$ cat config.mk
export PLATFORM = sky130hd
export DESIGN_NAME = pgm_sched
export DESIGN_NICKNAME = d
export VERILOG_FILES = /design/src/rtl/pgm_sched.sv
export SDC_FILE = /design/constraint.sdc
export NUM_CORES = 1
export LEC_CHECK = 0
export ABC_AREA = 1
export ABC_CLOCK_PERIOD_IN_PS = 4500
export CORE_MARGIN = 4
export CORE_UTILIZATION = 56
export CTS_BUF_LIST = sky130_fd_sc_hd__clkbuf_4 sky130_fd_sc_hd__clkbuf_8 sky130_fd_sc_hd__clkbuf_16
export CTS_CLUSTER_SIZE = 16
export DETAILED_ROUTE_END_ITERATION = 10
export PLACE_DENSITY = 0.95
export SETUP_SLACK_MARGIN = 0.1
export SLEW_MARGIN = 40
export SYNTH_ARGS = -nofsm -noshare
export SYNTH_HDL_FRONTEND = slang
export SYNTH_SLANG_ARGS = --single-unit
$ cat constraint.sdc
create_clock -name clk -period 4.5 [get_ports clk]
set_input_delay 0.9 -clock clk [delete_from_list [all_inputs] [get_ports clk]]
set_output_delay 0.9 -clock clk [all_outputs]
set_load 0.01 [all_outputs]
$ cat src/rtl/pgm_sched.sv
// Packet-generator run control: owns bypass/start/finish flags, counts sent packets, software regs on control chain.
// Latency 1 cycle on control path; backpressure: ready passes straight through, beats move only on wr & ready.
module pgm_sched #(
    parameter logic [7:0] LMID   = 8'd63,
    parameter int         WDOG_W = 24
) (
    input  logic         clk,
    input  logic         rst_n,
    input  logic [133:0] cin_sched_data,
    input  logic         cin_sched_data_wr,
    output logic         cout_sched_ready,
    output logic [133:0] cout_sched_data,
    output logic         cout_sched_data_wr,
    input  logic         cin_sched_ready,
    input  logic         pgm_store_done,
    input  logic         pkt_sent,
    input  logic         in_rd_alf,
    output logic         pgm_bypass_flag,
    output logic         pgm_sent_start_flag,
    output logic         pgm_sent_finish_flag,
    output logic         sched_busy
);

    localparam logic [2:0] S_IDLE  = 3'd0;
    localparam logic [2:0] S_ARM   = 3'd1;
    localparam logic [2:0] S_RUN   = 3'd2;
    localparam logic [2:0] S_DRAIN = 3'd3;
    localparam logic [2:0] S_DONE  = 3'd4;

    logic [2:0]        state;
    logic [1:0]        ctrl;
    logic [31:0]       pkt_total;
    logic [31:0]       sent_cnt;
    logic [WDOG_W-1:0] wdog_lim;
    logic [WDOG_W-1:0] wdog_cnt;
    logic              err;
    logic              start_q;
    logic              finish_q;

    logic        beat_acc;
    logic        is_ctl;
    logic        is_wr;
    logic        is_rd;
    logic [31:0] addr;
    logic [31:0] wdat;
    logic [31:0] rd_val;

    assign beat_acc = cin_sched_data_wr & cin_sched_ready;
    assign is_ctl   = beat_acc && (cin_sched_data[133:132] == 2'b01) && (cin_sched_data[103:96] == LMID);
    assign is_wr    = is_ctl && (cin_sched_data[126:124] == 3'b010);
    assign is_rd    = is_ctl && (cin_sched_data[126:124] == 3'b001);
    assign addr     = cin_sched_data[95:64];
    assign wdat     = cin_sched_data[31:0];

    always_comb begin
        rd_val = 32'hffff_ffff;
        case (addr)
            32'd0: rd_val = {30'd0, ctrl};
            32'd1: rd_val = pkt_total;
            32'd2: rd_val = sent_cnt;
            32'd3: rd_val = {28'd0, err, state};
            32'd4: rd_val = 32'(wdog_lim);
            default: rd_val = 32'hffff_ffff;
        endcase
    end

    assign cout_sched_ready = cin_sched_ready;

    always_ff @(posedge clk or negedge rst_n) begin
        if (!rst_n) begin
            cout_sched_data_wr <= 1'b0;
            cout_sched_data    <= '0;
        end else begin
            cout_sched_data_wr <= beat_acc;
            cout_sched_data    <= is_rd ? {cin_sched_data[133:128], 4'b1011, cin_sched_data[123:32], rd_val}
                                        : cin_sched_data;
        end
    end

    always_ff @(posedge clk or negedge rst_n) begin
        if (!rst_n) begin
            ctrl      <= 2'd0;
            pkt_total <= 32'd0;
            wdog_lim  <= '1;
        end else if (is_wr) begin
            case (addr)
                32'd0: ctrl      <= wdat[1:0];
                32'd1: pkt_total <= wdat;
                32'd4: wdog_lim  <= wdat[WDOG_W-1:0];
                default: ;
            endcase
        end
    end

    logic [31:0] cnt_nxt;
    logic        near_end;
    logic        last_tail;
    logic        wdog_hit;

    assign cnt_nxt   = sent_cnt + {31'd0, pkt_sent};
    assign near_end  = (pkt_total != 32'd0) && (cnt_nxt >= pkt_total - 32'd1);
    // >= rather than == so a total rewritten below the running count still ends on the next tail
    assign last_tail = pkt_sent && (pkt_total != 32'd0) && (cnt_nxt >= pkt_total);
    assign wdog_hit  = !pkt_sent && (wdog_cnt == wdog_lim);

    always_ff @(posedge clk or negedge rst_n) begin
        if (!rst_n) begin
            state    <= S_IDLE;
            sent_cnt <= 32'd0;
            wdog_cnt <= '0;
            err      <= 1'b0;
            start_q  <= 1'b0;
            finish_q <= 1'b0;
        end else begin
            start_q <= 1'b0;
            case (state)
                S_IDLE: begin
                    if (ctrl[0] && pgm_store_done && !ctrl[1]) begin
                        sent_cnt <= 32'd0;
                        err      <= 1'b0;
                        state    <= S_ARM;
                    end
                end
                S_ARM: begin
                    if (!in_rd_alf) begin
                        start_q  <= 1'b1;
                        wdog_cnt <= '0;
                        finish_q <= (pkt_total == 32'd1);
                        state    <= S_RUN;
                    end
                end
                S_RUN: begin
                    sent_cnt <= cnt_nxt;
                    wdog_cnt <= pkt_sent ? '0 : wdog_cnt + 1'b1;
                    if (last_tail) begin
                        finish_q <= 1'b1;
                        state    <= S_DONE;
                    end else if (wdog_hit) begin
                        err      <= 1'b1;
                        finish_q <= 1'b1;
                        state    <= S_DONE;
                    end else if (!ctrl[0]) begin
                        finish_q <= 1'b1;
                        state    <= S_DRAIN;
                    end else begin
                        finish_q <= near_end;
                    end
                end
                S_DRAIN: begin
                    finish_q <= 1'b1;
                    sent_cnt <= cnt_nxt;
                    wdog_cnt <= pkt_sent ? '0 : wdog_cnt + 1'b1;
                    if (pkt_sent) begin
                        state <= S_DONE;
                    end else if (wdog_hit) begin
                        err   <= 1'b1;
                        state <= S_DONE;
                    end
                end
                S_DONE: begin
                    if (!ctrl[0]) begin
                        finish_q <= 1'b0;
                        state    <= S_IDLE;
                    end
                end
                default: state <= S_IDLE;
            endcase
        end
    end

    assign pgm_bypass_flag      = (state == S_IDLE) && ctrl[1];
    assign pgm_sent_start_flag  = start_q;
    assign pgm_sent_finish_flag = finish_q;
    assign sched_busy           = (state == S_ARM) || (state == S_RUN) || (state == S_DRAIN);

endmodule
==> impl_metrics.toml <==
[timing]
layout_setup_ws_ns = 0.529
slew_headroom_pct = 38.9
tns_ns = 0
max_freq_ghz = 0.252
min_period_ns = 3.97
rsz0062_at_grt = "no"
tightestPinTransition_ns = 0.913
fin_crit_sh_pct = 88.2
finalSetupViolCount = 0
hold_viol = 0
hold_ws_ns = 0.194
slew_violations = 0
fin_skew_ns = 0.0170

[floorplanning]
fp-row-count = 56
fp.coreArea_um2 = 23600
dieWidth_um = 163
initial_core_util_pct = 57.2
ioPinCount = 281
fp.dieH_um = 163
dieArea_um2 = 26700

[finish]
antenna_cells = 0
instances_no_fill = 2247
nNetsFinal = 2118
fin_area_um2 = 17700
drive_gt1_share_pct = 8.56
mostFrequentLayoutCell = "nand2_1"
final_cell_mix = "394 x nand2_1, 279 x clkdlybuf4s50_1, 231 x inv_1, 231 x dfrtp_1, 130 x nor2_1"
layout-area-overhead-vs-synth_pct = 30.9
utilization_pct = 74.9
fillCellCount = 1588

[pwr]
power_mw = 5.68
power.density_nw_per_um2 = 321
p_leak_nw = 8.33
ir_drop_v = 0.000347

[detailed_routing]
vias = 12524
drt-initial-drc-count = 1219
drt-total-wl_mm = 43.2
drcViolationCount = 0
first_pass_iters = 6
antenna_left = 0
wl_per_cell_um = 19.2
vias_per_cell = 5.57

[placement]
portBuffers = 280
dp_cells = 2195
dp_slack_ns = 0.00182
gp_congestion = 0.964
place_area_um2 = 16600
hpwlAfterDp_mm = 32.2

[synth]
synth_ff_type = "dfrtp_1"
yosysSeqAreaShare_pct = 47.5
synth_cell_types = 51
async_flop_share_pct = 100
synth.avg_cell_area_um2 = 8.32
synth.area.top_cells = "dfrtp_1 43%, nand2_1 11%, ha_1 6.5%, inv_1 6.4%, dfstp_2 4.7%"
postSynthCellCount = 1622
synth_top_area_share_pct = 42.8
yosys.area.top_type = "dfrtp_1"
syn_nets = 1833
synth-seq-cells = 255
synth_edf_count = 0
netlist_area_um2 = 13500
yosysWarnings = 0

[setup_path]
critPathKind = "primary input to flop"
reg2reg_slack_ns = 0.70
setup.worst_path.end = "state[0]"
worstSetupEndpointType = "flop"
r2r-start = "pkt_total[4]"
r2r_cells = 18
arrival_ns = 4.42
start_kind = "primary input"
cp.required_ns = 4.95
r2r-end = "pgm_sent_finish_flag"
cp_max_fo = 7
startpoint = "pkt_sent"

[clocking]
clock_sinks = 255
cts_tree = "done"
holdBufCountCts = 0
post-cts-setup-buffers = 0
h-tree-depth = 1
cts-resized-gates = 0
root_buffer = "clkbuf_16"
clock_latency_ns = 0.57
path_clk_slew_ns = 0.06
cts_buffers = 28
clock_path_buffers = 3

[hold_path]
hp-class = "primary input to asynchronous set/reset pin"

[global_routing]
first_global_vias = 12342
grt_antenna_before_repair = 1
grt_pass1_wl_mm = 67.2
grtUsageTotal_pct = 32.0
overflow = 0
grt_start_max_net_pins = 108

[run_status]
status = "complete, no violations"

[job]
timing.max_cap.violations = 0
==> cells in the mapped netlist, types with 4 or more instances <==
cell type / instances
o21ai_2: 4
nand4_1: 22
xor2_1: 48
o211ai_1: 4
nor3_2: 7
buf_4: 4
or2_2: 4
o21ai_0: 84
o21a_1: 4
nor3_1: 25
nand2_2: 11
nand3_1: 66
dfrtp_1: 231
nand3_2: 8
clkbuf_1: 18
nor2_2: 6
dfstp_2: 24
ha_1: 70
nor4_1: 11
a21oi_1: 40
nor2_4: 11
nor2_1: 130
o21ai_1: 60
inv_2: 9
nand2_1: 395
inv_1: 231
o22ai_1: 45
buf_2: 15
==> cells by family (layout without fill, tap and decap cells) <==
family	count (synthesis)	after routing	share of synthesized area, %
AO/OA/AOI/OAI	252	252	10.2
adder cells (fa/ha/maj)	70	70	6.49
AND/OR/NAND/NOR	714	714	24.3
XOR/XNOR	50	50	3.24
buffers and inverters	281	587	8.23
flip-flops	255	255	47.5
==> routing by layer <==
metal	up-vias	track usage, %	share of wire, %
li1	5806	-	-
met1	5968	42.4	39
met2	655	55.9	50
met3	95	4.87	9.1
met4	0	7.85	2.5
met5	-	0	0
==> power breakdown <==
| part | switching, mW | internal [mW] |
|---|---|---|
| Combinational | 0.402 | 0.355 |
| Sequential | 0.0640 | 2.38 |
| Clock | 0.978 | 1.50 |
==> registers in the layout (all words and copies together) (netlist names) <==
| register | count |
|---|---|
| cout_sched_data | 134 |
| cout_sched_data_wr | 1 |
| ctrl | 2 |
| err | 1 |
| pgm_sent_finish_flag | 1 |
| pgm_sent_start_flag | 1 |
| pkt_total | 32 |
| sent_cnt | 32 |
| state | 3 |
| wdog_cnt | 24 |
| wdog_lim | 24 |
==> critical path, cell delays in order <==
cell             delay [ns]
clkdlybuf4s50_1        0.49
ha_1                   0.17
ha_1                   0.16
nand2_1                0.07
inv_2                  0.06
nand2_2                0.07
nor2_2                 0.12
nand2_1                0.11
nor2_2                 0.12
nand2_2                0.07
nor2_4                 0.12
nand3_4                0.11
nor2_8                 0.17
nand4_1                0.13
and2_1                 0.20
ha_1                   0.27
nand2_1                0.06
nor2_1                 0.14
nand4_1                0.13
a21oi_1                0.15
nor2_1                 0.05
nand2_1                0.11
nand2_1                0.11
nand3_1                0.10
nand3_1                0.07
a21boi_1               0.13
==> worst min-delay path by stage <==
stage / slack [ns] / from / depth (start not counted) / end
after CTS: 0.45 / rst_n / 1 / pkt_total[22]
after floorplan: 0.46 / pkt_total[1] / 2 / pkt_total[1]
final: 0.19 / rst_n / 1 / pkt_total[22]
after global routing: 0.20 / rst_n / 1 / pkt_total[22]
after detailed placement: 0.48 / wdog_lim[0] / 2 / wdog_lim[0]
after global placement: 0.47 / pkt_total[1] / 2 / pkt_total[1]
==> layout make-up <==
type	count	area [um^2]	area share, %
sequential	255	6410	36.3
multi-input combinational	1086	5990	33.9
timing repair buffer	295	2970	16.8
inverter	241	905	5.12
clock buffer	39	815	4.61
tap	319	399	2.26
clock inverter	12	194	1.10
Power figures use the tool's default switching activity.
